===== config.mk =====
export PLATFORM = sky130hd
export DESIGN_NAME = imem_loader
export DESIGN_NICKNAME = d
export VERILOG_FILES = /design/src/rtl/imem_loader_pkg.sv /design/src/rtl/imem_loader_byte_assembler.sv /design/src/rtl/imem_loader.sv
export SDC_FILE = /design/constraint.sdc
export NUM_CORES = 1
export LEC_CHECK = 0
export CAP_MARGIN = 40
export CORE_MARGIN = 2
export CORE_UTILIZATION = 54
export DETAILED_ROUTE_END_ITERATION = 10
export HOLD_SLACK_MARGIN = 0.06
export PLACE_DENSITY = 0.85
export SYNTH_ARGS = -nofsm -noshare
export SYNTH_HDL_FRONTEND = slang
export SYNTH_SLANG_ARGS = --single-unit

===== constraint.sdc =====
create_clock -name clk -period 6.4 [get_ports clk]
set_clock_uncertainty 0.1 [all_clocks]
set_input_delay 1.28 -clock clk [delete_from_list [all_inputs] [get_ports clk]]
set_output_delay 1.28 -clock clk [all_outputs]
set_load 0.01 [all_outputs]

===== src/rtl/imem_loader_pkg.sv =====
// Shared definitions for the boot-time instruction-memory loader.
package imem_loader_pkg;

  localparam int unsigned StateW = 3;
  // Width of the little-endian word-count field at the head of the stream.
  localparam int unsigned LenW   = 16;

  typedef enum logic [StateW-1:0] {
    StIdle  = 3'd0,
    StLenLo = 3'd1,
    StLenHi = 3'd2,
    StData  = 3'd3,
    StWrite = 3'd4,
    StChk   = 3'd5,
    StRun   = 3'd6,
    StError = 3'd7
  } state_e;

  // Running checksum: XOR of every stream byte seen so far.
  function automatic logic [7:0] chk_xor(input logic [7:0] acc, input logic [7:0] b);
    return acc ^ b;
  endfunction

endpackage


===== src/rtl/imem_loader_byte_assembler.sv =====
// Packs four stream bytes, least significant first, into a 32-bit word.
module imem_loader_byte_assembler
  import imem_loader_pkg::*;
(
  input  logic        clk,
  input  logic        reset,
  input  logic        clear,
  input  logic        shift_en,
  input  logic [7:0]  in_byte,
  output logic [31:0] word,
  output logic        word_full
);

  logic [31:0] word_q;
  logic [1:0]  cnt_q;

  // Shift register and byte counter; new bytes enter at the top so byte 0 ends in bits 7:0.
  always_ff @(posedge clk) begin
    if (reset || clear) begin
      word_q <= '0;
      cnt_q  <= '0;
    end else if (shift_en) begin
      word_q <= {in_byte, word_q[31:8]};
      cnt_q  <= cnt_q + 2'd1;
    end
  end

  // Flags the edge on which the fourth byte of a word is taken.
  always_comb begin
    word_full = shift_en && (cnt_q == 2'd3);
  end

  assign word = word_q;

endmodule


===== src/rtl/imem_loader.sv =====
// Boot loader: byte stream -> little-endian words -> instruction memory, then releases the core.
// Optional feature macro: IMEM_LOADER_CHECKSUM_EN (adds a trailing XOR checksum byte).
module imem_loader
  import imem_loader_pkg::*;
#(
  parameter int unsigned ADDR_W    = 8,
  parameter int unsigned MAX_WORDS = 64
) (
  input  logic              clk,
  input  logic              reset,
  input  logic              start,
  input  logic              in_valid,
  output logic              in_ready,
  input  logic [7:0]        in_byte,
  output logic              imem_we,
  output logic [ADDR_W-1:0] imem_addr,
  output logic [31:0]       imem_wdata,
  output logic              core_reset,
  output logic              done,
  output logic              err
);

`ifdef IMEM_LOADER_CHECKSUM_EN
  localparam state_e StAfterLoad = StChk;
`else
  localparam state_e StAfterLoad = StRun;
`endif

  state_e            state_q, state_d;
  logic [LenW-1:0]   n_q, n_d;
  logic [ADDR_W-1:0] addr_q, addr_d;
  logic              in_ready_q, we_q, core_reset_q, done_q, err_q;
  logic              accept, asm_clear, asm_shift, word_full, last_word;
`ifdef IMEM_LOADER_CHECKSUM_EN
  logic [7:0]        csum_q, csum_d;
`endif

  assign accept    = in_valid && in_ready_q;
  assign asm_shift = accept && (state_q == StData);
  // addr_q still holds the address of the word being written during WRITE.
  assign last_word = (LenW'(addr_q >> 2) + LenW'(1)) == n_q;

  imem_loader_byte_assembler u_byte_assembler (
    .clk       (clk),
    .reset     (reset),
    .clear     (asm_clear),
    .shift_en  (asm_shift),
    .in_byte   (in_byte),
    .word      (imem_wdata),
    .word_full (word_full)
  );

  // Next-state logic for the load sequence, address counter and checksum.
  always_comb begin
    state_d   = state_q;
    n_d       = n_q;
    addr_d    = addr_q;
    asm_clear = 1'b0;
`ifdef IMEM_LOADER_CHECKSUM_EN
    csum_d    = csum_q;
    if (accept && (state_q != StChk)) csum_d = chk_xor(csum_q, in_byte);
`endif
    case (state_q)
      StLenLo: if (accept) begin
        n_d[7:0] = in_byte;
        state_d  = StLenHi;
      end
      StLenHi: if (accept) begin
        n_d[15:8] = in_byte;
        if (n_d == '0)                   state_d = StAfterLoad;
        else if (n_d > LenW'(MAX_WORDS)) state_d = StError;
        else                             state_d = StData;
      end
      StData: if (word_full) state_d = StWrite;
      StWrite: begin
        addr_d  = addr_q + ADDR_W'(4);
        state_d = last_word ? StAfterLoad : StData;
      end
`ifdef IMEM_LOADER_CHECKSUM_EN
      StChk: if (accept) state_d = (in_byte == csum_q) ? StRun : StError;
`endif
      StIdle, StRun, StError: if (start) begin
        state_d   = StLenLo;
        addr_d    = '0;
        asm_clear = 1'b1;
`ifdef IMEM_LOADER_CHECKSUM_EN
        csum_d    = '0;
`endif
      end
      default: state_d = StIdle;
    endcase
  end

  // State and registered outputs, the latter decoded from the next state.
  always_ff @(posedge clk) begin
    if (reset) begin
      state_q      <= StIdle;
      n_q          <= '0;
      addr_q       <= '0;
      in_ready_q   <= 1'b0;
      we_q         <= 1'b0;
      core_reset_q <= 1'b1;
      done_q       <= 1'b0;
      err_q        <= 1'b0;
`ifdef IMEM_LOADER_CHECKSUM_EN
      csum_q       <= '0;
`endif
    end else begin
      state_q      <= state_d;
      n_q          <= n_d;
      addr_q       <= addr_d;
      in_ready_q   <= state_d inside {StLenLo, StLenHi, StData, StChk};
      we_q         <= state_d == StWrite;
      core_reset_q <= state_d != StRun;
      done_q       <= state_d == StRun;
      err_q        <= state_d == StError;
`ifdef IMEM_LOADER_CHECKSUM_EN
      csum_q       <= csum_d;
`endif
    end
  end

  assign in_ready   = in_ready_q;
  assign imem_we    = we_q;
  assign imem_addr  = addr_q;
  assign core_reset = core_reset_q;
  assign done       = done_q;
  assign err        = err_q;

endmodule


==> impl_metrics.yaml, run 1 <==
detailed_routing:
  drt_pass1_iterations: 4
  drcViolationCount: 0
  post_drt_wl_per_cell_um: 13.2
  ant_nets: 0
  drt-vias-per-instance: 5.32
  routed_wl_um: 5870
  first_iter_violations: 185
  vias: 2362
grt:
  grt_overflow: 0
  grt_pass1_vias: 2112
  grt_first_pass_wirelength_um: 9590
  grt_max_degree: 35
  track_usage_pct: 22.6
  antenna_found_initial: 0
pwr:
  vdd_drop_max_mv: 0.207
  power.leakage_nw: 1.25
  power_density_mw_per_mm2: 220
  power.total_w: 0.000761
setup_path:
  cp-end-kind: "flop"
  crit_path_start_kind: "input pin"
  cp-startpoint: "in_valid"
  rr_startpoint: "imem_addr[2]"
  crit_type: "in -> reg"
  reg2reg_depth: 7
  endpoint: "u_byte_assembler.word[1]"
  crit_fanout: 20
  required_ps: 6500
  reg2reg_slack_ps: 4020
  worstReg2RegEnd: "done"
  cp.arrival_ps: 3040
placed_design:
  dp_hpwl_um: 4130
  dp_cells: 428
  preCtsSetupSlack_ps: 3120
  port_buffers: 54
  gp_congestion: 0.819
  dpl_cell_area_mm2: 0.00328
sta:
  fin_crit_ps: 2940
  setup_ws_ps: 3460
  max_freq_mhz: 340
  slew_headroom_pct: 60.0
  rsz0062_at_grt: "false"
  hold_viol: 0
  finalSetupTns_ps: 0
  tightest_slew_ps: 598
  setup_violations: 0
  slew_violations: 0
  fin_crit_sh_pct: 45.9
synth:
  async_flop_share_pct: 0
  synth_area_per_cell_um2: 8.34
  seq_area_frac_synth_pct: 47.9
  ys.warnings.count: 0
  synth-seq-cells: 64
  netlist_area_mm2: 0.00268
  synthFlopType: "dfxtp_1"
  netlist_instances: 321
  yosys.cell_types.count: 44
  synth_edf_count: 0
floorplan:
  coreArea_mm2: 0.00475
  dieArea_mm2: 0.00554
  die_y_um: 74.4
  pin_count: 57
  initial_core_util_pct: 56.3
  rows: 25
  die_width_um: 74.4
clock_tree:
  hold_buffers: 0
  ctsResizeCount: 0
  clk_latency_ps: 340
  cts_root_buf: "clkbuf_8"
  cts_made_buffers: 9
  path_clk_slew_ps: 70
  cts_htree_levels: 3
  cts_tree: "yes"
  clock-sinks: 64
  post_cts_buffers: 0
  clock_path_buffers: 2
final_layout:
  antenna_cells: 0
  final_area_mm2: 0.00346
  drive_above_1_share_pct: 8.22
  final_common_cell: "nand2_1"
  layout.nets: 386
  final_cell_mix: "72 x nand2_1, 64 x dfxtp_1, 54 x clkdlybuf4s50_1"
  finalNonFillerCells: 444
  synthToLayoutAreaGrowth_pct: 29.2
worst_hold_path:
  hold_path_class: "reg -> reg"
  whs_path_depth: 2
run:
  maxCapViolCount: 0
run_status:
  outcome: "finished, final reports clean"
-- state kept, by name, indices dropped and copies added, names as in the netlist --
register	flops
n_q	16
u_byte_assembler.word	32
state_q	3
in_ready	1
err	1
imem_we	1
done	1
u_byte_assembler.cnt_q	2
core_reset	1
imem_addr	6
-- metrics by stage --
step | utilization [%] | hold slack, ps
finish | 72.7 | 353
global route | 72.7 | 372
CTS | 72.7 | 355
floorplan | - | 340
global placement | 68.1 | 341
detailed placement | 69.1 | 346
-- how the worst min path moves through the flow --
stage                                endpoint                       from  slack (ps)
floorplan           u_byte_assembler.cnt_q[1]  u_byte_assembler.cnt_q[1]         340
finish               u_byte_assembler.word[2]   u_byte_assembler.word[2]         350
global route         u_byte_assembler.word[3]   u_byte_assembler.word[3]         370
global placement     u_byte_assembler.word[3]   u_byte_assembler.word[3]         340
CTS                  u_byte_assembler.word[2]   u_byte_assembler.word[2]         350
detailed placement   u_byte_assembler.word[2]   u_byte_assembler.word[2]         350
-- metal layers --
| metal | routed length [µm] | up-vias | global-route usage [%] | share of wire [%] |
|---|---|---|---|---|
| met5 | 0 | - | 0 | 0 |
| met4 | 101 | 0 | 10.5 | 1.7 |
| met3 | 240 | 11 | 4.47 | 4.1 |
| met2 | 2900 | 62 | 36.9 | 49 |
| met1 | 2630 | 1101 | 28.9 | 45 |
| li1 | - | 1188 | - | - |
-- Yosys cell counts, drive strengths merged (2+ instances only) --
cell type   n  area share [%]
nand2b      3            0.70
nor4        3            0.70
mux2        2            0.84
xnor2       6             2.0
nand3b      4             1.1
a21oi      44             8.4
buf         3            0.75
dfxtp      64              48
o21ai       6             1.1
nor3        4            0.75
a22oi       2            0.56
mux2i      16             6.0
and3        4             1.2
a211oi      2            0.75
nand2      72              10
clkbuf     17             2.4
ha          2            0.93
a21o        2            0.61
nor2       35             4.9
xor2        4             1.3
nand3       9             1.7
-- cell type report --
class,instances,area (µm²)
clock buffers,11,141
clock inverters,5,32.5
fillers,383,1300
inverters,1,3.75
multi-input cells,237,1320
flip-flops and latches,64,1280
well taps,67,83.8
repair buffers,59,601
-- power by group --
| group | total (W) | switching (W) | internal (W) |
|---|---|---|---|
| Sequential | 0.000408 | 0.00000619 | 0.000402 |
| Clock | 0.000304 | 0.000154 | 0.000150 |
| Combinational | 0.0000490 | 0.0000270 | 0.0000220 |
| Total | 0.000761 | 0.000187 | 0.000573 |
-- worst max-delay path: stages --
cell and delay (ps):
clkdlybuf4s50_1 520, and3_1 280, nand3_1 470, buf_8 350, nand2_1 70, a21oi_1 60
-- cell families (layout without fill, tap and decap cells) --
kind of cell    Yosys count  in the layout  synth area share, %
other cells               1              2                0.140
mux                      18             18                 6.82
xor+xnor                 10             10                 3.27
simple gates            140            140                 22.8
buf+inv                  21             76                 3.27
fa+ha+maj                 2              2                0.934
compound gates           65             65                 14.9
flops                    64             64                 47.9
Note: power is estimated with default switching activity, not from simulation.
==> run 2, diff against run 1 <==
CORE_UTILIZATION = 45   (was 54)
PLACE_DENSITY = 0.76   (was 0.85)
clock period = 2.5 ns   (was 6.4 ns; I/O delays follow)
==> run 2 against run 1 <==
  * Register-to-register slack got worse by 3900 ps
  * Sequential cell count unchanged
  * Combinational power increased to 2.6 times the previous value
  * Critical path depth increased by 1
  * Power increased to 3.0 times the previous value
  * Non-clock buffer count increased by 2
  * Die area increased by 19%
  * Worst setup slack got worse by 3300 ps
  * Largest power group is now clock
  * Cell count increased by 2.3%
==> impl_metrics.yaml, run 2 (synthesis results as in run 1) <==
final_layout:
  fillCellCount: 505
  finalNonFillerCells: 454
  final_common_cell: "nand2_1"
  synthToLayoutAreaGrowth_pct: 32.4
  antenna_cells: 0
  final_cell_mix: "72 x nand2_1, 64 x dfxtp_1, 54 x clkdlybuf4s50_1"
  largest_register_ffs: 32
  layout.nets: 388
  drive_above_1_share_pct: 9.23
run:
  maxCapViolCount: 0
setup_path:
  critPathMaxStageDelay_ps: 430
  reg2reg_slack_ps: 160
  rr_startpoint: "imem_addr[2]"
  cpMaxStageDelayCell: "dfxtp_1"
  crit_fanout: 6
  path_cells: "ha_1, nand3_2, xnor2_1, o32a_1, a2111oi_4, o21ba_2, and3b_1"
  worstReg2RegEnd: "done"
  cp.arrival_ps: 2520
  crit_type: "reg -> reg"
  required_ps: 2690
  reg2reg_depth: 7
  crit_path_start_kind: "flop"
  cp-end-kind: "flop"
sta:
  finalSetupTns_ps: 0
  setup_violations: 0
  slew_headroom_pct: 64.6
  tightest_slew_ps: 530
  fin_crit_ps: 2340
  slew_violations: 0
  rsz0062_at_grt: "false"
  hold_viol: 0
  fin_crit_sh_pct: 93.4
  max_freq_mhz: 428
clock_tree:
  cts_tree: "yes"
  path_clk_slew_ps: 80
  clock_path_buffers: 2
  clock-sinks: 64
  cts_htree_levels: 3
  cts_root_buf: "clkbuf_8"
  clk_latency_ps: 350
  cts_made_buffers: 9
  post_cts_buffers: 0
grt:
  grt_max_degree: 35
  grt_first_pass_wirelength_um: 10100
  antenna_found_initial: 0
  track_usage_pct: 20.2
  grt_overflow: 0
  grt_pass1_vias: 2160
floorplan:
  die_width_um: 81.1
  dieArea_mm2: 0.00658
  pin_count: 57
  coreArea_mm2: 0.00585
  rows: 28
  initial_core_util_pct: 45.8
  die_y_um: 81.1
placed_design:
  port_buffers: 54
  dp_hpwl_um: 4270
  gp_congestion: 0.816
  dp_cells: 438
run_status:
  outcome: "finished, final reports clean"
pwr:
  p_sw_w: 0.000502
  clock_power_share_pct: 48.7
  power.total_w: 0.00228
  p_int_w: 0.00178
  comb_power_share_pct: 5.5
  switching_share_pct: 22.0
  power.leakage_nw: 1.29
  power_frac_seq_pct: 45.8
  vdd_drop_max_mv: 0.371
  power_density_mw_per_mm2: 643
detailed_routing:
  drt-vias-per-instance: 5.14
  routed_wl_um: 6180
  ant_nets: 0
  drt_pass1_iterations: 4
  vias: 2334
  post_drt_wl_per_cell_um: 13.6
  first_iter_violations: 164
  drcViolationCount: 0
worst_hold_path:
  whs_path_depth: 2
  hold_path_class: "reg -> reg"
  min_to: "u_byte_assembler.word[2]"
  hold_path.startpoint: "u_byte_assembler.word[2]"
[run 2: cell types whose count changed in the layout (fill, tap and decap cells not counted), sizes merged]
cell,previous run,this run
clkbuf,11,10
bufinv,0,3
buf,5,7
clkinvlp,3,1
clkinv,2,1
inv,1,2
[run 2: what timing repair did]
| action | in CTS | in global routing |
|---|---|---|
| hold buffers | 0 | 0 |
| resized for setup | 0 | 1 |
| setup endpoints to repair | 0 | 6 |
[run 2: critical path: cells and delay by family (launching register included)]
| family | cells | cell delay, ps |
|---|---|---|
| compound gates | 3 | 980 |
| flops | 1 | 430 |
| simple gates | 2 | 320 |
| fa+ha+maj | 1 | 280 |
| xor+xnor | 1 | 170 |
[run 2: metrics by stage]
stage               hold WS, ps  instance area (µm²)  utilization [%]  worst slack [ps]
floorplan                   340                 2680                -               308
global route                376                 3540             60.6             0.943
CTS                         358                 3540             60.5               115
detailed placement          347                 3290             56.2             -27.4
global placement            341                 3290             56.2              32.9
finish                      355                 3540             60.6               165
[run 2: power by group through the flow]
| stage | logic, W | registers [W] | clock network [W] |
|---|---|---|---|
| 5_1_grt | 0.000137 | 0.00105 | 0.00118 |
| 4_1_cts | 0.000125 | 0.00104 | 0.00113 |
| 3_3_place_gp | 0.000121 | 0.00107 | 0 |
| 6_report | 0.000125 | 0.00104 | 0.00111 |
| 2_1_floorplan | 0.0000812 | 0.00106 | 0 |
| 3_5_place_dp | 0.000124 | 0.00107 | 0 |
[run 2: routing by layer]
layer	global-route usage (%)	up-vias	wire (µm)
li1	-	1188	-
met1	26.3	1081	2920
met2	32.1	55	2890
met3	4.78	10	271
met4	8.47	0	94
met5	0	-	0
[run 2: cell type report]
class / instances / area [µm²] / share of cell area (%)
well taps: 75 / 93.8 / 2.65
flip-flops and latches: 64 / 1280 / 36.1
clock inverters: 6 / 115 / 3.25
multi-input cells: 237 / 1320 / 37.2
inverters: 1 / 3.75 / 0.106
clock buffers: 10 / 138 / 3.88
repair buffers: 61 / 593 / 16.7
[run 2: worst max path at each step]
stage	slack [ps]	startpoint	end
floorplan	310	imem_addr[2]	done
global placement	30	in_byte[3]	done
detailed placement	-30	in_byte[3]	done
CTS	120	imem_addr[2]	done
global route	0.9	imem_addr[2]	done
finish	160	imem_addr[2]	done
==> run 3, diff against run 2 <==
MAX_ROUTING_LAYER = met4   (was unset)
==> run 3 against run 2 <==
  * Via count about the same
  * Worst setup slack worse by 11 ps
  * Critical path depth unchanged
  * Combinational power about the same
  * Global-route usage up 0.63 points
  * Worst hold slack about the same
  * Final area unchanged
  * Sequential power about the same
  * Die area unchanged
  * Non-clock buffer count unchanged
  * Utilization unchanged
==> impl_metrics.yaml, run 3 (synthesis results as in run 1) <==
final_layout:
  synthToLayoutAreaGrowth_pct: 32.4
  layout.nets: 388
  drive_above_1_share_pct: 9.23
  final_util_pct: 60.6
  final_cell_mix: "72 x nand2_1, 64 x dfxtp_1, 54 x clkdlybuf4s50_1"
  final_area_mm2: 0.00354
  fillCellCount: 505
  largest_register_ffs: 32
  final_common_cell: "nand2_1"
  antenna_cells: 0
grt:
  grt_overflow: 0
  track_usage_pct: 20.8
  grt_pass1_vias: 2160
  antenna_found_initial: 0
  grt_max_degree: 35
  grt_first_pass_wirelength_um: 10100
sta:
  fin_crit_sh_pct: 93.8
  max_freq_mhz: 426
  tightest_slew_ps: 529
  fin_crit_ps: 2350
  setup_violations: 0
  slew_violations: 0
  slew_headroom_pct: 64.7
  rsz0062_at_grt: "false"
  hold_viol: 0
setup_path:
  path_cells: "ha_1, nand3_2, xnor2_1, o32a_1, a2111oi_4, o21ba_2, and3b_1"
  cp-end-kind: "flop"
  crit_buf_inv: 0
  critPathTopFamily: "compound AO/OA/AOI/OAI gates"
  crit_type: "reg -> reg"
  crit_path_start_kind: "flop"
  cp.arrival_ps: 2530
  rr_startpoint: "imem_addr[2]"
  crit_fanout: 6
  cpMaxStageDelayCell: "dfxtp_1"
  critPathMaxStageDelay_ps: 430
  required_ps: 2690
  cp-startpoint: "imem_addr[2]"
clock_tree:
  cts_htree_levels: 3
  post_cts_buffers: 0
  cts_root_buf: "clkbuf_8"
  path_clk_slew_ps: 80
  hold_buffers: 0
  cts_tree: "yes"
  clock-sinks: 64
  clock_path_buffers: 2
  clk_latency_ps: 350
  cts_made_buffers: 9
floorplan:
  initial_core_util_pct: 45.8
  die_y_um: 81.1
  rows: 28
  coreArea_mm2: 0.00585
  die_width_um: 81.1
  pin_count: 57
  dieArea_mm2: 0.00658
placed_design:
  dpl_cell_area_mm2: 0.00329
  gp_congestion: 0.828
  port_buffers: 54
  dp_hpwl_um: 4270
pwr:
  power_frac_seq_pct: 45.8
  switching_share_pct: 22.0
  p_int_w: 0.00178
  power.leakage_nw: 1.29
  power.total_w: 0.00228
  p_sw_w: 0.000501
  clock_power_share_pct: 48.7
  comb_power_share_pct: 5.5
  power_density_mw_per_mm2: 643
  vdd_drop_max_mv: 0.372
detailed_routing:
  drt_pass1_iterations: 5
  routed_wl_um: 6170
  first_iter_violations: 168
  ant_nets: 0
  vias: 2332
  drcViolationCount: 0
  met2_length_um: 2910
  wl_met1_um: 2950
  drt-vias-per-instance: 5.14
  post_drt_wl_per_cell_um: 13.6
  top_layer_used: "met4"
  dr_wl_met3_um: 229
run:
  maxCapViolCount: 0
worst_hold_path:
  hold_path.startpoint: "u_byte_assembler.word[2]"
  hold_path_class: "reg -> reg"
run_status:
  outcome: "finished, final reports clean"
run 3: cell counts in the layout (fill, tap and decap cells not counted):
No cell type changed its count.
run 3: layer usage:
layer  global-route usage (%)  vias to the layer above
met5                        -                        -
met4                     8.47                        0
met3                     5.11                        7
met2                     32.1                       56
met1                     26.2                     1081
li1                         -                     1188
run 3: worst min-delay path: stages, from the launching register on:
cell     delay [ps]
dfxtp_1         310
nand2_1          50
a21oi_1          50
run 3: power by group through the flow:
stage                     Clock, W  Sequential, W  Combinational [W]
after detailed placement         0        0.00107           0.000124
after global placement           0        0.00107           0.000121
final                      0.00111        0.00104           0.000126
after CTS                  0.00113        0.00104           0.000125
after floorplan                  0        0.00106          0.0000812
after global routing       0.00118        0.00105           0.000137
run 3: cell type report:
type / count / area (µm²) / share of cell area, %
multi-input cells: 237 / 1320 / 37.2
flip-flops and latches: 64 / 1280 / 36.1
repair buffers: 61 / 593 / 16.7
clock buffers: 10 / 138 / 3.88
clock inverters: 6 / 115 / 3.25
well taps: 75 / 93.8 / 2.65
inverters: 1 / 3.75 / 0.106
run 3: per-stage QoR:
stage	setup TNS [ps]	hold WS [ps]	instances	setup slack, ps
6_report	0	355	454	154
5_1_grt	0	376	454	0.942
4_1_cts	0	358	454	115
3_5_place_dp	-27.4	347	438	-27.4
3_3_place_gp	0	341	438	32.9
2_1_floorplan	0	340	322	308
run 3: path summary, 6_finish.rpt:
check	endpoint	slack, ps	depth (start not counted)
min	u_byte_assembler.word[2]	350	2
min reg2reg	u_byte_assembler.word[2]	350	2
max reg2reg	done	150	7
max	done	150	7
run 3: what timing repair did:
| item | in CTS | in global routing |
|---|---|---|
| endpoints found under the hold margin | 0 | 0 |
| gates resized for setup | 0 | 1 |
| setup endpoints to repair | 0 | 6 |
